`config.mk`:
```
export PLATFORM = sky130hd
export DESIGN_NAME = queue_reader
export DESIGN_NICKNAME = d
export VERILOG_FILES = /design/src/rtl/queue_reader.sv
export SDC_FILE = /design/constraint.sdc
export NUM_CORES = 1
export LEC_CHECK = 0
export ABC_AREA = 1
export CAP_MARGIN = 20
export CORE_MARGIN = 5
export CORE_UTILIZATION = 44
export CTS_CLUSTER_SIZE = 10
export DETAILED_ROUTE_END_ITERATION = 10
export GPL_ROUTABILITY_DRIVEN = 0
export GPL_TIMING_DRIVEN = 0
export HOLD_SLACK_MARGIN = 0.06
export PLACE_DENSITY_LB_ADDON = 0.2
export RECOVER_POWER = 50
export SYNTH_ARGS = -nofsm -noshare
export SYNTH_HDL_FRONTEND = slang
export SYNTH_SLANG_ARGS = --single-unit
```
`constraint.sdc`:
```
create_clock -name clk_i -period 1.85 [get_ports clk_i]
set_input_delay 0.37 -clock clk_i [delete_from_list [all_inputs] [get_ports clk_i]]
set_output_delay 0.37 -clock clk_i [all_outputs]
set_load 0.03 [all_outputs]
```
`src/rtl/queue_reader.sv`:
```
// Read-side controller for a FIFO: pops a programmed burst of words and presents each on a valid/ready port.
// Optional abort-on-empty timeout is compiled in with QUEUE_READER_TIMEOUT_EN.
`timescale 1ns/1ps
module queue_reader #(
  parameter int WORD_LENGTH = 8,
  parameter int COUNT_WIDTH = 5
`ifdef QUEUE_READER_TIMEOUT_EN
  ,
  parameter int TIMEOUT_CYCLES = 16
`endif
) (
  input  logic                   clk_i,
  input  logic                   reset_i,
  input  logic                   start_i,
  input  logic [COUNT_WIDTH-1:0] burst_len_i,
  input  logic                   stack_empty_i,
  input  logic [WORD_LENGTH-1:0] queue_data_i,
  output logic                   read_from_stack_o,
  output logic [WORD_LENGTH-1:0] out_data_o,
  output logic                   out_valid_o,
  input  logic                   out_ready_i,
  output logic                   busy_o,
  output logic                   done_o,
  output logic [COUNT_WIDTH-1:0] words_left_o,
  output logic                   timed_out_o
);

  typedef enum logic [1:0] {
    S_IDLE = 2'd0,
    S_REQ  = 2'd1,
    S_WAIT = 2'd2,
    S_HOLD = 2'd3
  } state_e;

  state_e                   state_q, state_d;
  logic [WORD_LENGTH-1:0]   out_data_q, out_data_d;
  logic                     out_valid_q, out_valid_d;
  logic                     busy_q, busy_d;
  logic                     done_q, done_d;
  logic [COUNT_WIDTH-1:0]   words_left_q, words_left_d;

`ifdef QUEUE_READER_TIMEOUT_EN
  localparam int TMO_W = $clog2(TIMEOUT_CYCLES + 1);
  logic [TMO_W-1:0]         tmo_cnt_q, tmo_cnt_d;
  logic                     timed_out_q, timed_out_d;
`endif

  // The pop strobe must reach the queue in the same cycle the empty flag drops.
  assign read_from_stack_o = (state_q == S_REQ) && !stack_empty_i;

  // Next-state and next-output computation for the burst sequencer.
  always_comb begin
    state_d      = state_q;
    out_data_d   = out_data_q;
    out_valid_d  = out_valid_q;
    busy_d       = busy_q;
    done_d       = 1'b0;
    words_left_d = words_left_q;
`ifdef QUEUE_READER_TIMEOUT_EN
    tmo_cnt_d    = '0;
    timed_out_d  = timed_out_q;
`endif
    case (state_q)
      S_IDLE: begin
        busy_d      = 1'b0;
        out_valid_d = 1'b0;
        if (start_i) begin
          if (burst_len_i != '0) begin
            words_left_d = burst_len_i;
            busy_d       = 1'b1;
            state_d      = S_REQ;
`ifdef QUEUE_READER_TIMEOUT_EN
            timed_out_d  = 1'b0;
`endif
          end else begin
            done_d = 1'b1;
          end
        end else begin
          state_d = S_IDLE;
        end
      end
      S_REQ: begin
        if (!stack_empty_i) begin
          state_d = S_WAIT;
        end else begin
`ifdef QUEUE_READER_TIMEOUT_EN
          if (tmo_cnt_q == TMO_W'(TIMEOUT_CYCLES - 1)) begin
            state_d     = S_IDLE;
            busy_d      = 1'b0;
            done_d      = 1'b1;
            timed_out_d = 1'b1;
          end else begin
            tmo_cnt_d = tmo_cnt_q + TMO_W'(1);
          end
`else
          state_d = S_REQ;
`endif
        end
      end
      S_WAIT: begin
        // The queue drives the popped word during this cycle only.
        out_data_d  = queue_data_i;
        out_valid_d = 1'b1;
        state_d     = S_HOLD;
      end
      S_HOLD: begin
        if (out_ready_i) begin
          out_valid_d = 1'b0;
          if (words_left_q != '0) begin
            words_left_d = words_left_q - COUNT_WIDTH'(1);
          end else begin
            words_left_d = words_left_q;
          end
          if (words_left_q <= COUNT_WIDTH'(1)) begin
            state_d = S_IDLE;
            busy_d  = 1'b0;
            done_d  = 1'b1;
          end else begin
            state_d = S_REQ;
          end
        end else begin
          state_d = S_HOLD;
        end
      end
      default: begin
        state_d     = S_IDLE;
        busy_d      = 1'b0;
        out_valid_d = 1'b0;
      end
    endcase
  end

  // State and registered-output update.
  always_ff @(posedge clk_i or posedge reset_i) begin
    if (reset_i) begin
      state_q      <= S_IDLE;
      out_data_q   <= '0;
      out_valid_q  <= 1'b0;
      busy_q       <= 1'b0;
      done_q       <= 1'b0;
      words_left_q <= '0;
`ifdef QUEUE_READER_TIMEOUT_EN
      tmo_cnt_q    <= '0;
      timed_out_q  <= 1'b0;
`endif
    end else begin
      state_q      <= state_d;
      out_data_q   <= out_data_d;
      out_valid_q  <= out_valid_d;
      busy_q       <= busy_d;
      done_q       <= done_d;
      words_left_q <= words_left_d;
`ifdef QUEUE_READER_TIMEOUT_EN
      tmo_cnt_q    <= tmo_cnt_d;
      timed_out_q  <= timed_out_d;
`endif
    end
  end

  assign out_data_o   = out_data_q;
  assign out_valid_o  = out_valid_q;
  assign busy_o       = busy_q;
  assign done_o       = done_q;
  assign words_left_o = words_left_q;
`ifdef QUEUE_READER_TIMEOUT_EN
  assign timed_out_o  = timed_out_q;
`else
  assign timed_out_o  = 1'b0;
`endif

endmodule

```
==> results.toml <==
[run_status]
status = "finished, final reports clean"

[floorplanning]
rows = 17
core_area_um2 = 2230
io_pins = 36
die_area_um2 = 3440
fp.dieW_um = 58.7
fp.dieH_um = 58.7
start_util_pct = 46.7

[yosys]
yosysTopAreaCell = "dfrtp_1"
ys_seq_elements = 18
synth_fp_nets = 157
synthesis.area_um2 = 1040
yosysWarnings = 0
async_flop_share_pct = 100
synth_top_area_share_pct = 43.2
ys.flop_type = "dfrtp_1"
seq_area_frac_synth_pct = 43.2
yosysMostFrequentCell = "nand2_1"
synth_top_cells_by_count = "nand2_1 (49), dfrtp_1 (18), inv_1 (12)"
synth.avg_cell_area_um2 = 7.90
synth_edf_count = 0
netlist_top_cells_area = "dfrtp_1 (43%), nand2_1 (18%), ha_1 (8.4%)"
synth.distinct_cells = 26
netlist_instances = 132

[layout]
utilization_pct = 65.4
fillers = 197
area_growth_pct = 40.1
insertedDiodeCount = 0
layout-drive-gt1-share_pct = 8.24
nNetsFinal = 196

[setup_path]
path_cells = "clkdlybuf4s50_1"
cpPeakStageDelay_ns = 0.69
r2r-start = "state_q[0]"
cp_top_family = "buffers and inverters"
arrival_ns = 1.42
worstRegToRegCells = 6
criticalPathCategory = "flop to primary output"
cp-start-kind = "flop"
crit_required_ns = 1.48
path_buf_inv = 1
critPathCaptureType = "primary output"
critPathSlowestCell = "clkdlybuf4s50_1"
startpoint = "words_left_o[4]"
worstPathMaxFanout = 5
crit_cells = 1

[drt]
via_per_inst = 4.81
drt_iter0_drc = 28
drt-pass1-iter-count = 5
drt-total-wl_mm = 2.42
drcViolationCount = 0
ant_nets = 0
via_count = 952
wl_per_cell_um = 12.2

[sta]
timing.slew.headroom_pct = 54.7
fin_skew_ns = 0.0143
whs_ns = 0.484
rsz0062_at_grt = "no"
setup_viol = 0
worst_pin_slew_ns = 0.679
hold_viol_final = 0
max_clock_freq_ghz = 0.558
report.final.slew_viol_count = 0
finalWorstPathRequiredPeriod_ns = 1.79
fin_ws_ns = 0.0569
finalCritPeriodShare_pct = 96.9

[placed_design]
io_buffer_count = 34
dp_hpwl_mm = 1.93
pre_cts_ws_ns = -0.185

[clock_tree]
postCtsSetupBuffers = 0
cts_buffers = 3
cts_root_buffer = "clkbuf_4"
cts_resized = 5
htreeDepth = 1
clk_pin_slew_ns = 0.12
clock_latency_ns = 0.30
cts.sinks = 18
cts_hold_buf = 0
ctsLongestPathBuffers = 2
cts_tree = "yes"

[hold_path]
worstHoldStart = "out_data_o[3]"
hold_path_depth = 2
holdCritPathClass = "flop to flop"

[grt]
track_usage_pct = 15.6
grt_max_degree = 19
grt_pass1_vias = 941
grt_antenna_before_repair = 0
overflow = 0
grt_pass1_wl_mm = 4.13

[power_and_ir_drop]
max-vdd-ir-drop_mv = 1.05
powerDensity_nw_per_um2 = 1750
p_leak_nw = 0.741

[run]
drv_cap = 0
[through the flow]
step           TNS, ns  area (um^2)  instances  total power [mW]
6_report             0         1460        198              2.55
3_5_place_dp    -0.185         1420        194              2.33
4_1_cts              0         1450        198              2.58
5_1_grt              0         1460        198              2.77
2_1_floorplan        0         1040        132              1.78
3_3_place_gp    -0.162         1420        194              2.28
[sequential cells by signal, summed over array words and instances, names as in the netlist]
name,cells
words_left_o,5
out_valid_o,1
busy_o,1
state_q,2
out_data_o,8
done_o,1
[kinds of logic (layout without fill, tap and decap cells)]
| logic type | count (synthesis) | after routing | synth area share [%] |
|---|---|---|---|
| buffers and inverters | 18 | 56 | 7.80 |
| DFF | 18 | 18 | 43.2 |
| muxes | 1 | 1 | 0.960 |
| other | 1 | 1 | 0.360 |
| adders and majority gates | 7 | 7 | 8.40 |
| xor gates and xnor gates | 1 | 1 | 0.840 |
| and+or+nand+nor | 71 | 71 | 30.6 |
| AOI/OAI and AO/OA | 15 | 15 | 7.80 |
[per-layer routing]
metal | global-route usage, % | part of all wire (%) | up-vias
li1 | - | - | 490
met1 | 17.6 | 43 | 426
met4 | 7.44 | 1.2 | 0
met5 | 0 | 0 | -
met2 | 28.1 | 50 | 32
met3 | 3.07 | 5.9 | 4
[layout by cell type (no fill, tap or decap), types with 5 or more instances in the layout]
master and instances:
nand2_1 49, clkdlybuf4s50_1 29, dfrtp_1 18, inv_1 13, nor2_1 7, ha_1 7
a21oi_1 6, nand3_1 5
[cell type report]
class                   instances  area [um^2]  share of cell area (%)
plain buffers                   3         22.5                    1.54
inverters                      15         57.6                    3.94
well taps                      28         35.0                    2.40
flip-flops and latches         18          450                    30.8
multi-input cells              96          513                    35.1
repair buffers                 34          345                    23.7
clock buffers                   4         36.3                    2.49
[path summary, 6_finish.rpt]
kind / slack (ns) / endpoint
worst max-delay path: 0.06 / words_left_o[4]
min in group asynchronous: 0.59 / words_left_o[3]
worst max register to register: 0.29 / out_data_o[7]
worst min-delay path: 0.48 / out_data_o[3]
worst min register to register: 0.48 / out_data_o[3]
max in group asynchronous: 0.81 / out_data_o[2]
[where the power goes]
part	internal [mW]	leakage (nW)	switching, mW
Combinational	0.623	0.498	0.951
Clock	0.120	0.0210	0.128
Sequential	0.582	0.223	0.149
Total	1.33	0.741	1.23
No activity file was read; power rests on OpenSTA's default activity.
